File: src/rtl/wb_arbiter_if.sv
// Writeback arbiter bus: ALU result, load response, pending-load query and
// register file write port, grouped with arbiter-side (slave) and driver-side (master) views.
interface wb_arbiter_if #(
  parameter int unsigned addr_width_p = 6,
  parameter int unsigned data_width_p = 32
);
  logic                    alu_valid_i;
  logic [addr_width_p-1:0] alu_addr_i;
  logic [data_width_p-1:0] alu_data_i;
  logic                    mem_valid_i;
  logic [addr_width_p-1:0] mem_addr_i;
  logic [data_width_p-1:0] mem_data_i;
  logic                    mem_ready_o;
  logic [addr_width_p-1:0] query_addr_i;
  logic                    query_pend_o;
  logic                    wen_o;
  logic [addr_width_p-1:0] write_addr_o;
  logic [data_width_p-1:0] write_data_o;
  logic                    overflow_o;

  modport slave (
    input  alu_valid_i, alu_addr_i, alu_data_i,
    input  mem_valid_i, mem_addr_i, mem_data_i,
    input  query_addr_i,
    output mem_ready_o, query_pend_o,
    output wen_o, write_addr_o, write_data_o, overflow_o
  );

  modport master (
    output alu_valid_i, alu_addr_i, alu_data_i,
    output mem_valid_i, mem_addr_i, mem_data_i,
    output query_addr_i,
    input  mem_ready_o, query_pend_o,
    input  wen_o, write_addr_o, write_data_o, overflow_o
  );
endinterface

File: src/rtl/wb_arbiter.sv
// Writeback arbiter: ALU results win the register file write port; losing load
// responses queue in a small FIFO and retire in arrival order.
module wb_arbiter #(
  parameter int unsigned addr_width_p = 6,
  parameter int unsigned data_width_p = 32,
  parameter int unsigned fifo_depth_p = 4
) (
  input  logic         clk,
  input  logic         n_reset_i,
  wb_arbiter_if.slave  bus
);
  localparam int unsigned PW = $clog2(fifo_depth_p);
  localparam logic [PW:0]   DEPTH_C = (PW+1)'(fifo_depth_p);
  localparam logic [PW:0]   CNT_ONE = (PW+1)'(1);
  localparam logic [PW-1:0] PTR_ONE = PW'(1);

  logic [addr_width_p-1:0] addr_mem_q [fifo_depth_p];
  logic [data_width_p-1:0] data_mem_q [fifo_depth_p];
  logic [PW-1:0]           rd_ptr_q, rd_ptr_d;
  logic [PW-1:0]           wr_ptr_q, wr_ptr_d;
  logic [PW:0]             count_q, count_d;

  logic                    wen_q, wen_d;
  logic [addr_width_p-1:0] write_addr_q, write_addr_d;
  logic [data_width_p-1:0] write_data_q, write_data_d;
  logic                    overflow_q, overflow_d;

  logic full, empty, push, pop, bypass;
  logic pend;
  logic [PW-1:0] off;

  always_comb begin
    full         = (count_q == DEPTH_C);
    empty        = (count_q == '0);
    pop          = 1'b0;
    bypass       = 1'b0;
    wen_d        = 1'b0;
    write_addr_d = write_addr_q;
    write_data_d = write_data_q;

    if (bus.alu_valid_i) begin
      wen_d        = 1'b1;
      write_addr_d = bus.alu_addr_i;
      write_data_d = bus.alu_data_i;
    end else if (!empty) begin
      pop          = 1'b1;
      wen_d        = 1'b1;
      write_addr_d = addr_mem_q[rd_ptr_q];
      write_data_d = data_mem_q[rd_ptr_q];
    end else if (bus.mem_valid_i) begin
      bypass       = 1'b1;
      wen_d        = 1'b1;
      write_addr_d = bus.mem_addr_i;
      write_data_d = bus.mem_data_i;
    end

    // Readiness uses the pre-pop count: a full FIFO never takes a push even while popping.
    push       = bus.mem_valid_i && !full && !bypass;
    overflow_d = overflow_q || (bus.mem_valid_i && full);

    rd_ptr_d = pop  ? rd_ptr_q + PTR_ONE : rd_ptr_q;
    wr_ptr_d = push ? wr_ptr_q + PTR_ONE : wr_ptr_q;
    unique case ({push, pop})
      2'b10:   count_d = count_q + CNT_ONE;
      2'b01:   count_d = count_q - CNT_ONE;
      default: count_d = count_q;
    endcase
  end

  // A slot is live when its distance from the read pointer is below the count.
  always_comb begin
    pend = 1'b0;
    off  = '0;
    for (int unsigned i = 0; i < fifo_depth_p; i++) begin
      off = PW'(i) - rd_ptr_q;
      if (({1'b0, off} < count_q) && (addr_mem_q[PW'(i)] == bus.query_addr_i)) begin
        pend = 1'b1;
      end
    end
  end

  always_ff @(posedge clk or negedge n_reset_i) begin
    if (!n_reset_i) begin
      rd_ptr_q     <= '0;
      wr_ptr_q     <= '0;
      count_q      <= '0;
      wen_q        <= 1'b0;
      write_addr_q <= '0;
      write_data_q <= '0;
      overflow_q   <= 1'b0;
    end else begin
      rd_ptr_q     <= rd_ptr_d;
      wr_ptr_q     <= wr_ptr_d;
      count_q      <= count_d;
      wen_q        <= wen_d;
      write_addr_q <= write_addr_d;
      write_data_q <= write_data_d;
      overflow_q   <= overflow_d;
    end
  end

  always_ff @(posedge clk) begin
    if (push) begin
      addr_mem_q[wr_ptr_q] <= bus.mem_addr_i;
      data_mem_q[wr_ptr_q] <= bus.mem_data_i;
    end
  end

  assign bus.mem_ready_o  = !full;
  assign bus.query_pend_o = pend;
  assign bus.wen_o        = wen_q;
  assign bus.write_addr_o = write_addr_q;
  assign bus.write_data_o = write_data_q;
  assign bus.overflow_o   = overflow_q;
endmodule

File: src/flat_wrapper.sv
// flat-port wrapper written by rule: the top's interface ports become plain ports
module wb_arbiter_flat 
#(
  parameter int unsigned addr_width_p = 6,
  parameter int unsigned data_width_p = 32,
  parameter int unsigned fifo_depth_p = 4
)
  (clk, n_reset_i, bus_alu_valid_i, bus_alu_addr_i, bus_alu_data_i, bus_mem_valid_i, bus_mem_addr_i, bus_mem_data_i, bus_query_addr_i, bus_mem_ready_o, bus_query_pend_o, bus_wen_o, bus_write_addr_o, bus_write_data_o, bus_overflow_o);
  wb_arbiter_if #(.addr_width_p(addr_width_p), .data_width_p(data_width_p)) bus_i ();
  input  logic clk;
  input  logic n_reset_i;
  input wire logic [$bits(bus_i.alu_valid_i)-1:0] bus_alu_valid_i;
  input wire logic [$bits(bus_i.alu_addr_i)-1:0] bus_alu_addr_i;
  input wire logic [$bits(bus_i.alu_data_i)-1:0] bus_alu_data_i;
  input wire logic [$bits(bus_i.mem_valid_i)-1:0] bus_mem_valid_i;
  input wire logic [$bits(bus_i.mem_addr_i)-1:0] bus_mem_addr_i;
  input wire logic [$bits(bus_i.mem_data_i)-1:0] bus_mem_data_i;
  input wire logic [$bits(bus_i.query_addr_i)-1:0] bus_query_addr_i;
  output wire logic [$bits(bus_i.mem_ready_o)-1:0] bus_mem_ready_o;
  output wire logic [$bits(bus_i.query_pend_o)-1:0] bus_query_pend_o;
  output wire logic [$bits(bus_i.wen_o)-1:0] bus_wen_o;
  output wire logic [$bits(bus_i.write_addr_o)-1:0] bus_write_addr_o;
  output wire logic [$bits(bus_i.write_data_o)-1:0] bus_write_data_o;
  output wire logic [$bits(bus_i.overflow_o)-1:0] bus_overflow_o;
  assign bus_i.alu_valid_i = bus_alu_valid_i;
  assign bus_i.alu_addr_i = bus_alu_addr_i;
  assign bus_i.alu_data_i = bus_alu_data_i;
  assign bus_i.mem_valid_i = bus_mem_valid_i;
  assign bus_i.mem_addr_i = bus_mem_addr_i;
  assign bus_i.mem_data_i = bus_mem_data_i;
  assign bus_i.query_addr_i = bus_query_addr_i;
  assign bus_mem_ready_o = bus_i.mem_ready_o;
  assign bus_query_pend_o = bus_i.query_pend_o;
  assign bus_wen_o = bus_i.wen_o;
  assign bus_write_addr_o = bus_i.write_addr_o;
  assign bus_write_data_o = bus_i.write_data_o;
  assign bus_overflow_o = bus_i.overflow_o;
  wb_arbiter #(.addr_width_p(addr_width_p), .data_width_p(data_width_p), .fifo_depth_p(fifo_depth_p)) u_core (.clk(clk), .n_reset_i(n_reset_i), .bus(bus_i));
endmodule
File: config.mk
export PLATFORM = sky130hd
export DESIGN_NAME = wb_arbiter_flat
export DESIGN_NICKNAME = d
export VERILOG_FILES = /design/src/rtl/wb_arbiter_if.sv /design/src/rtl/wb_arbiter.sv /design/src/flat_wrapper.sv
export SDC_FILE = /design/constraint.sdc
export NUM_CORES = 1
export LEC_CHECK = 0
export ABC_AREA = 1
export ABC_CLOCK_PERIOD_IN_PS = 4000
export CAP_MARGIN = 30
export CORE_MARGIN = 3
export CORE_UTILIZATION = 60
export CTS_CLUSTER_DIAMETER = 60
export DETAILED_ROUTE_END_ITERATION = 6
export DONT_BUFFER_PORTS = 1
export MAX_ROUTING_LAYER = met4
export PLACE_DENSITY_LB_ADDON = 0.1
export SYNTH_ARGS = -nofsm -noshare
export SYNTH_HDL_FRONTEND = slang
export SYNTH_SLANG_ARGS = --single-unit
export TNS_END_PERCENT = 1
File: constraint.sdc
create_clock -name clk -period 4 [get_ports clk]
set_clock_uncertainty 0.1 [all_clocks]
set_input_delay 0.4 -clock clk [delete_from_list [all_inputs] [get_ports clk]]
set_output_delay 0.4 -clock clk [all_outputs]
set_load 0.01 [all_outputs]
==> impl_results.md, run 1 <==
* Power density over the cells at 689 mW/mm^2
* Crit-path cells: nor2_4 -> nand2_2 -> o211ai_2 -> ha_1 -> inv_1 -> fa_1 -> a21oi_1 -> o21ai_0 -> xor2_1
* Die width at 130 um
* Port buffer count at 0
* Synth Area per Inst at 9.30 um^2
* CP startpoint kind: flop
* Pre-CTS setup slack at 1.16 ns
* Slowest cell delay on critical path at 0.55 ns
* Clock sinks at 199
* Reg clk slew, reported paths at 0.07 ns
* Setup TNS Final at 0 ns
* Per-cell routed wire length at 17.7 um
* Worst slew pin tran at 0.772 ns
* Number of enable flip-flop cells after synthesis at 152
* WS Path Type: reg -> reg
* Count of pins over their slew limit at 0
* Maximum clock rate at 352 MHz
* Mapped cell area at 0.00915 mm^2
* Post-route ant nets at 0
* Initial DRC Count at 540
* Total CTS buffers at 17
* DRT Pass-1 Iters at 5
* Area Growth Syn to Fin at 13.0%
* Clock share of power at 23.2%
* Register area share after synthesis at 62.7%
* Top FF cell, synth: edfxtp_1
* Boundary Pins at 128
* Overall Global Routing Usage at 27.4%
* Share of total power in sequential cells at 44.2%
* CTS tree: built
* Effective utilization at floorplan at 62.0%
* CP Data Required Time at 4.19 ns
* Hold_ws at 0.0402 ns
* Non-filler cells, final at 1210
* Top cells by count, synth: nand2_1, edfxtp_1, inv_1
* Number of antenna diodes at 0
* Via-to-Cell Ratio at 5.43
* Routed WL at 21.4 mm
* Number of remaining DRC errors at 0
* Pin count of the biggest net entering global routing at 48
* Type of the most critical hold path: in -> reg
* YS warnings at 0
* RSZ-0062 raised after global routing: false
* First-pass GRT wire length at 33.6 mm
* Post-DP HPWL at 12.3 mm
* Setup Buffers After CTS at 0
* Area of the die at 0.0168 mm^2
* Gp weighted congestion at 0.796
* Final Util at 70.1%
* Root Buffer: clkbuf_16
* Worst-path cell with the longest stage delay: o211ai_2
* Internal Power at 4440 uW
* Area leader, netlist: edfxtp_1
* Final net count at 1109
* FP Rows at 44
* Ys async rst share at 23.6%
* Final worst path period share at 71.0%
* Vias in the first global route at 6449
* CTS H-tree depth at 4
* Slew HR at 48.5%
* Max-cap violations at 0
* Top-count cell post-synth: nand2_1
* Post-synth top area share at 49.9%
* NetSw at 2680 uW
* Antenna violations before repair at 0
* Core footprint at 0.0148 mm^2
* CTS Buffer Depth at 2
* Outcome: finished, final reports clean
* Setup ws final at 1.16 ns
* Synth Net Count at 1080
* Switching Fraction at 37.6%
* Minimum clock period at 2.84 ns
* Die Y at 130 um
* Final hold vios at 0
* Largest delay contributor family on the critical path: compound AO/OA/AOI/OAI gates
* Comb power frac at 32.6%
* Ratio of cells with drive above 1 in the final layout at 6.73%
* Library cells used by synthesis at 26
* Yosys reg bits at 199
* Crit Path Max Fanout at 13
* Global route overflow at 0
* Maximum vdd drop at 0.374 mV
* Cells after Synth at 984
* CP Data Arrival Time at 3.03 ns
* Setup violators final at 0
* Crit path buffers/inverters at 1
* Largest cells by area after synthesis: edfxtp_1, nand2_1, dfrtp_1
* Via Count at 6571
* Placed instance count at 1138
* Leakage at 0.00448 uW
* Clk_lat worst skew at 0.42 ns
* Crit end category: flop
==> area by class of cell <==
type                            instances  area [um^2]
Clock buffer                           24          462
Clock inverter                          8         98.8
Fill cell                            1104         4410
Inverter                              117          439
Multi-Input combinational cell        624         2810
Sequential cell                       199         5740
Tap cell                              184          230
Timing Repair Buffer                   54          563
==> registers in the layout, summed over array words and instances, names as in the netlist <==
register	flops
u_core.addr_mem_q	24
u_core.bus.write_addr_o	6
u_core.bus.wen_o	1
u_core.bus.overflow_o	1
u_core.data_mem_q	128
u_core.rd_ptr_q	2
u_core.wr_ptr_q	2
u_core.bus.write_data_o	32
u_core.count_q	3
==> worst register-to-register path: cells and delay by family, from the launching register on <==
| family | cells | cell delay (ns) |
|---|---|---|
| AOI/OAI and AO/OA | 3 | 0.79 |
| adders and majority gates | 2 | 0.65 |
| and+or+nand+nor | 2 | 0.50 |
| DFF | 1 | 0.46 |
| xor gates and xnor gates | 1 | 0.15 |
| buffers and inverters | 1 | 0.07 |
==> final timing paths <==
check / slack (ns) / end / startpoint / cells after the start
worst max-delay path: 1.16 / u_core.count_q[2] / u_core.count_q[0] / 9
worst min-delay path: 0.04 / u_core.bus.overflow_o / bus_mem_valid_i / 1
worst max register to register: 1.16 / u_core.count_q[2] / u_core.count_q[0] / 9
worst min register to register: 0.44 / u_core.bus.write_data_o[28] / u_core.bus.write_data_o[28] / 2
max in group asynchronous: 3.14 / u_core.bus.write_data_o[4] / n_reset_i / 2
min in group asynchronous: 0.44 / u_core.bus.write_data_o[10] / n_reset_i / 2
==> stage by stage <==
step	instance area (um^2)	total power, uW
6_report	10300	7120
5_1_grt	10300	7580
4_1_cts	10300	7160
3_5_place_dp	9360	5440
3_3_place_gp	9310	5330
2_1_floorplan	9150	4700
==> layer usage <==
metal	vias to the layer above	part of all wire, %	GRT usage [%]
li1	3204	-	-
met1	3051	42	35.0
met2	290	49	44.5
met3	26	8.3	5.69
met4	0	1.3	8.68
met5	-	0	-
==> power groups by stage <==
stage | logic [uW] | clock network, uW | registers, uW
after floorplan | 1580 | 0 | 3130
after global placement | 2150 | 0 | 3170
after detailed placement | 2260 | 0 | 3180
after CTS | 2340 | 1670 | 3150
after global routing | 2630 | 1760 | 3200
final | 2320 | 1650 | 3150
==> cells by family (layout without fill, tap and decap cells) <==
logic type,after synthesis,in the layout,synth area share [%]
buffers and inverters,161,203,7.18
AOI/OAI and AO/OA,47,47,2.94
DFF,199,199,62.7
and+or+nand+nor,554,554,24.5
xor gates and xnor gates,13,13,1.24
adders and majority gates,10,10,1.45
==> timing repair <==
| action | 4_1_cts | 5_1_grt |
|---|---|---|
| hold endpoints to repair | 199 | 0 |
| resized for setup | 0 | 0 |
| hold buffers | 40 | 0 |
==> layout by cell type, fill, tap and decap left out, drive strengths merged <==
cell type,Yosys,final
fa,1,1
a31o,1,1
buf,25,15
ha,9,9
xor2,12,12
nor2,31,31
inv,117,118
a21oi,4,4
clkbuf,19,24
xnor2,1,1
bufinv,0,2
nand4,38,38
o21ai,41,41
nand2,445,445
edfxtp,152,152
nand3,40,40
dlygate4sd3,0,39
dfrtp,47,47
o211ai,1,1
clkinvlp,0,1
clkinv,0,4
Power figures use the tool's default switching activity.
==> run 2, diff against run 1 <==
Settings changed: ABC_AREA 1 to 0, ABC_CLOCK_PERIOD_IN_PS 4000 to 2700.
Clock period 4 ns to 2.7 ns, I/O delays scaled along.
==> impl_results.md, run 2 <==
* Initial DRC Count at 356
* Count of pins over their slew limit at 0
* Global route overflow at 0
* Minimum clock period at 2.63 ns
* Via-to-Cell Ratio at 6.27
* Ratio of cells with drive above 1 in the final layout at 21.3%
* Pre-CTS setup slack at 0.345 ns
* FP Rows at 42
* Critical path depth in cells at 6
* Fin area at 0.0100 mm^2
* Port buffer count at 0
* Via Count at 4728
* Pin count of the biggest net entering global routing at 48
* Boundary Pins at 128
* First-pass GRT wire length at 27.4 mm
* Placed inst area at 0.00848 mm^2
* Post-route ant nets at 0
* Max reg flops at 128
* Setup violators final at 0
* Top-count cell post-synth: edfxtp_1
* Number of enable flip-flop cells after synthesis at 152
* CP Data Required Time at 2.33 ns
* Area of the die at 0.0153 mm^2
* Area leader, netlist: edfxtp_1
* Maximum vdd drop at 0.545 mV
* Maximum clock rate at 381 MHz
* Register area share after synthesis at 69.1%
* Core footprint at 0.0134 mm^2
* Crit path buffers/inverters at 1
* CP Data Arrival Time at 2.26 ns
* Simple-gate area share of the yosys netlist at 2.92%
* Crit Path Max Fanout at 10
* Number of remaining DRC errors at 0
* WS Path Type: reg -> out
* CTS H-tree depth at 4
* Per-cell routed wire length at 23.8 um
* Antenna violations before repair at 0
* Setup ws final at 0.0742 ns
* Ys async rst share at 23.6%
* Biggest register: u_core.data_mem_q
* Worst slew pin tran at 0.640 ns
* Post-DP HPWL at 10.3 mm
* CTS Buffer Depth at 2
* Mapped cell area at 0.00831 mm^2
* Die Y at 124 um
* Synth Net Count at 559
* Largest cells by area after synthesis: edfxtp_1, dfrtp_1, mux4_2
* Outcome: finished, final reports clean
* YS warnings at 0
* Gp weighted congestion at 0.925
* Mux share of post-synthesis cell area at 10.4%
* Compound-Gate Fraction of Synth Area at 9.50%
* Area Growth Syn to Fin at 20.7%
* Most frequent cells in the layout: edfxtp_1, dlygate4sd3_1, a22oi_1, dfrtp_1, nand2_1
* Final net count at 661
* Slew HR at 57.3%
* Max-cap violations at 0
* Root Buffer: clkbuf_16
* Post-synth top area share at 54.9%
* Crit-path cells: xnor2_2 -> inv_1 -> ha_1 -> a2111oi_1 -> nand4_1 -> nand3_1
* Leakage at 0.00357 uW
* Clk_lat worst skew at 0.44 ns
* Cells after Synth at 463
* Post-Synth Adder-Cell Area at 1.60%
* Type of the most critical hold path: in -> reg
* Largest delay contributor family on the critical path: flip-flops
* Final hold vios at 0
* Number of antenna diodes at 0
* Largest family of logic cells by synthesized area: multiplexers
* Library cells used by synthesis at 36
* Top FF cell, synth: edfxtp_1
* DRT Pass-1 Iters at 5
* Vias in the first global route at 4968
* CP startpoint kind: flop
* Commonest non-fill, non-tap cell in the layout: edfxtp_1
* Yosys reg bits at 199
* Crit end category: output port
* Hold path cells at 3
* Clock sinks at 199
* Total CTS buffers at 17
* CTS tree: built
* Die width at 124 um
* Reg clk slew, reported paths at 0.07 ns
* Final worst path period share at 97.3%
* R2R depth at 9
* Slowest cell delay on critical path at 0.58 ns
* Worst-path cell with the longest stage delay: dfrtp_4
* Synth Area per Inst at 17.9 um^2
* Routed WL at 18.0 mm
* Synth Area in XOR/XNOR at 3.27%
* Effective utilization at floorplan at 62.0%
* Power density over the cells at 970 mW/mm^2
* Top cells by count, synth: edfxtp_1, a22oi_1, dfrtp_1
* Overall Global Routing Usage at 25.5%
## run 2: cell count changes in the layout (fill, tap and decap cells not counted), sizes merged, moves of 38 or more
cell	previous run	this run
o21ai	41	2
nand2	445	43
nand3	40	2
inv	118	17
mux4	0	38
a22oi	0	76
dlygate4sd3	39	86
## run 2: final timing paths
kind / from / end / slack [ns]
setup reg to reg: u_core.count_q[0] / u_core.count_q[2] / 0.31
min in group asynchronous: n_reset_i / u_core.bus.write_addr_o[0] / 0.29
hold / removal: bus_alu_valid_i / u_core.bus.write_data_o[23] / 0.12
max in group asynchronous: n_reset_i / u_core.rd_ptr_q[0] / 1.96
hold reg to reg: u_core.bus.overflow_o / u_core.bus.overflow_o / 0.46
setup / recovery: u_core.rd_ptr_q[0] / bus_query_pend_o / 0.07
## run 2: tightest hold or removal path, stage by stage
cell	delay, ns
buf_12	0.18
a22oi_1	0.11
nand2_1	0.06
## run 2: area by class of cell
cell class | count | area, um^2
Clock buffer | 17 | 425
Clock inverter | 15 | 143
Fill cell | 768 | 3380
Inverter | 11 | 41.3
Multi-Input combinational cell | 227 | 2330
Sequential cell | 199 | 5750
Tap cell | 176 | 220
Timing Repair Buffer | 109 | 1120
## run 2: metrics by stage
step           std cells  util [%]  total power, uW  setup TNS, ns  hold WS, ns
6_report             754      74.8             9720              0        0.119
4_1_cts              747      74.3             9680              0       0.0965
3_5_place_dp         627      63.3             7060              0       -0.124
2_1_floorplan        463         -             6520              0       -0.126
5_1_grt              754      74.8            10200        -0.0162        0.129
3_3_place_gp         627      63.3             6980              0       -0.124
## run 2: per-layer routing
metal	vias to the layer above	track usage, %	routed length [um]
met5	-	-	0
met4	0	8.72	326
met3	26	5.40	1070
met2	196	39.5	9110
met1	2448	34.2	7460
li1	2058	-	-
## run 2: repair_timing
item / in CTS / in global routing
setup endpoints to repair: 0 / 1
hold endpoints to repair: 238 / 0
hold buffers: 88 / 0
setup buffers: 0 / 7
gates resized for setup: 0 / 3
## run 2: kinds of logic (layout without fill, tap and decap cells)
group | Yosys count | after routing
AOI/OAI and AO/OA | 92 | 92
DFF | 199 | 199
buffers and inverters | 37 | 152
adders and majority gates | 10 | 10
muxes | 38 | 38
xor gates and xnor gates | 31 | 31
and+or+nand+nor | 56 | 56
## run 2: where the power goes
| group | total [uW] | switching, uW | internal (uW) |
|---|---|---|---|
| registers | 4570 | 503 | 4070 |
| logic | 2710 | 1410 | 1300 |
| clock network | 2430 | 1140 | 1290 |
==> run 3, diff against run 2 <==
==> constraint.sdc (replaced) <==
create_clock -name clk -period 2.7 [get_ports clk]
set_clock_uncertainty 0.1 [all_clocks]
set_input_delay 0.405 -clock clk [delete_from_list [all_inputs] [get_ports clk]]
set_output_delay 0.405 -clock clk [all_outputs]
set_load 0.01 [all_outputs]
==> impl_results.md, run 3 (synthesized netlist as in run 2, its figures left out) <==
* Type of the most critical hold path: in -> reg
* Met1 usage at 32.6%
* Worst flop-to-flop path startpoint: u_core.count_q[2]
* Initial DRC Count at 413
* Setup ws final at 0.0886 ns
* Effective utilization at floorplan at 62.0%
* Number of antenna diodes at 0
* First-pass GRT wire length at 26.5 mm
* Boundary Pins at 128
* DRT Pass-1 Iters at 5
* Overall Global Routing Usage at 24.6%
* Fin area at 0.00950 mm^2
* Hold path cells at 2
* Min-Delay Startpoint: bus_mem_addr_i[4]
* Clock sinks at 199
* Reg2reg setup slack at 0.35 ns
* Max-cap violations at 0
* Root Buffer: clkbuf_16
* Antenna violations before repair at 0
* Routed WL at 17.5 mm
* Reg area at 0.00575 mm^2
* Core footprint at 0.0134 mm^2
* Max reg flops at 128
* WHS Endpoint: u_core.bus.write_addr_o[4]
* Met2 GRT Util at 37.5%
* Gp weighted congestion at 0.891
* Slew HR at 60.8%
* Worst-path cell with the longest stage delay: dfrtp_4
* Pwr Total at 9560 uW
* CTS Buffer Depth at 2
* Area of the die at 0.0153 mm^2
* Layout fillers at 860
* Global route overflow at 0
* Setup violators final at 0
* Placed instance count at 628
* Per-cell routed wire length at 25.0 um
* Final net count at 609
* Post-route ant nets at 0
* Grt peak-use layer: met2
* CTS tree: built
* Crit-path cells: xnor2_4 -> inv_1 -> ha_1 -> a2111oi_2 -> nand4_1 -> nand3_2
* CTS H-tree depth at 4
* Clk_lat worst skew at 0.43 ns
* WS Path Type: reg -> out
* Setup TNS Final at 0 ns
* Commonest non-fill, non-tap cell in the layout: edfxtp_1
* Final worst path period share at 96.7%
* Port buffer count at 0
* Crit end category: output port
* Vias in the first global route at 4718
* Final hold vios at 0
* CP Data Arrival Time at 2.11 ns
* Maximum clock rate at 383 MHz
* Biggest register: u_core.data_mem_q
* Footprint of the multi-input gates at 0.00235 mm^2
* Met3 Track Usage GR at 6.68%
* Pre-CTS setup slack at 0.353 ns
* FP Rows at 42
* Pin count of the biggest net entering global routing at 48
* Non-filler cells, final at 702
* Area Growth Syn to Fin at 14.4%
* Critical R2R Capture: u_core.count_q[1]
* Number of remaining DRC errors at 0
* Die Y at 124 um
* Reg clk slew, reported paths at 0.08 ns
* Outcome: finished, final reports clean
* Total CTS buffers at 17
* CP startpoint kind: flop
* R2R depth at 8
* CP Data Required Time at 2.19 ns
* Worst slew pin tran at 0.587 ns
* Minimum clock period at 2.61 ns
* Ratio of cells with drive above 1 in the final layout at 22.1%
* Via Count at 4447
* Most frequent cells in the layout: edfxtp_1, a22oi_1, dfrtp_1, nand2_1, dlygate4sd3_1
* Maximum vdd drop at 0.608 mV
* Via-to-Cell Ratio at 6.33
* Power density over the cells at 1010 mW/mm^2
* RSZ-0062 raised after global routing: false
* Slowest cell delay on critical path at 0.54 ns
* Placed inst area at 0.00847 mm^2
* Largest delay contributor family on the critical path: flip-flops
* Crit Path Max Fanout at 3
* Post-DP HPWL at 10.4 mm
* Crit path buffers/inverters at 1
* Leakage at 0.00337 uW
* Count of pins over their slew limit at 0
* Die width at 124 um
run 3: cell count changes in the layout (fill, tap and decap cells not counted), sizes merged:
cell         change
inv              -4
clkinvlp         -1
buf              -6
dlygate4sd3     -47
clkbuf           +2
clkinv           +4
run 3: report_power, final:
group | leakage, uW | internal (uW) | switching [uW]
sequential | 0.00194 | 4070 | 478
clock | 0.000261 | 1260 | 1080
combinational | 0.00116 | 1260 | 1410
total | 0.00337 | 6590 | 2970
run 3: repair_timing:
item,4_1_cts,5_1_grt
hold endpoints to repair,202,0
resized for setup,2,4
hold buffers,40,0
pin swaps,0,1
endpoints found under the setup margin,1,1
setup buffers,0,1
gates cloned,0,1
run 3: area by class of cell:
cell class | instances | area share (%)
Timing Repair Buffer | 57 | 6.40
Inverter | 11 | 0.435
Clock inverter | 14 | 1.13
Clock buffer | 18 | 4.52
Tap cell | 176 | 2.32
Sequential cell | 199 | 60.5
Multi-Input combinational cell | 227 | 24.7
run 3: worst max-delay path by stage:
stage / from / end / slack, ns / depth (start not counted)
after floorplan: u_core.count_q[2] / u_core.addr_mem_q[0][0] / 0.25 / 4
after global placement: u_core.count_q[0] / u_core.count_q[2] / 0.49 / 9
after detailed placement: u_core.count_q[0] / u_core.count_q[2] / 0.35 / 9
after CTS: u_core.rd_ptr_q[0] / bus_query_pend_o / 0.03 / 6
after global routing: u_core.rd_ptr_q[0] / bus_query_pend_o / 0.01 / 6
final: u_core.rd_ptr_q[0] / bus_query_pend_o / 0.09 / 6
run 3: per-layer routing:
| metal | vias to the layer above | share of wire, % |
|---|---|---|
| li1 | 1944 | - |
| met1 | 2314 | 42 |
| met2 | 163 | 50 |
| met3 | 26 | 6.2 |
| met4 | 0 | 1.7 |
| met5 | - | 0 |
run 3: stage by stage:
step	util, %	hold WS [ns]
floorplan	-	0.00941
global placement	63.2	0.0105
detailed placement	63.2	0.0107
CTS	70.4	0.000374
global route	70.9	0.00474
finish	70.9	0.00809
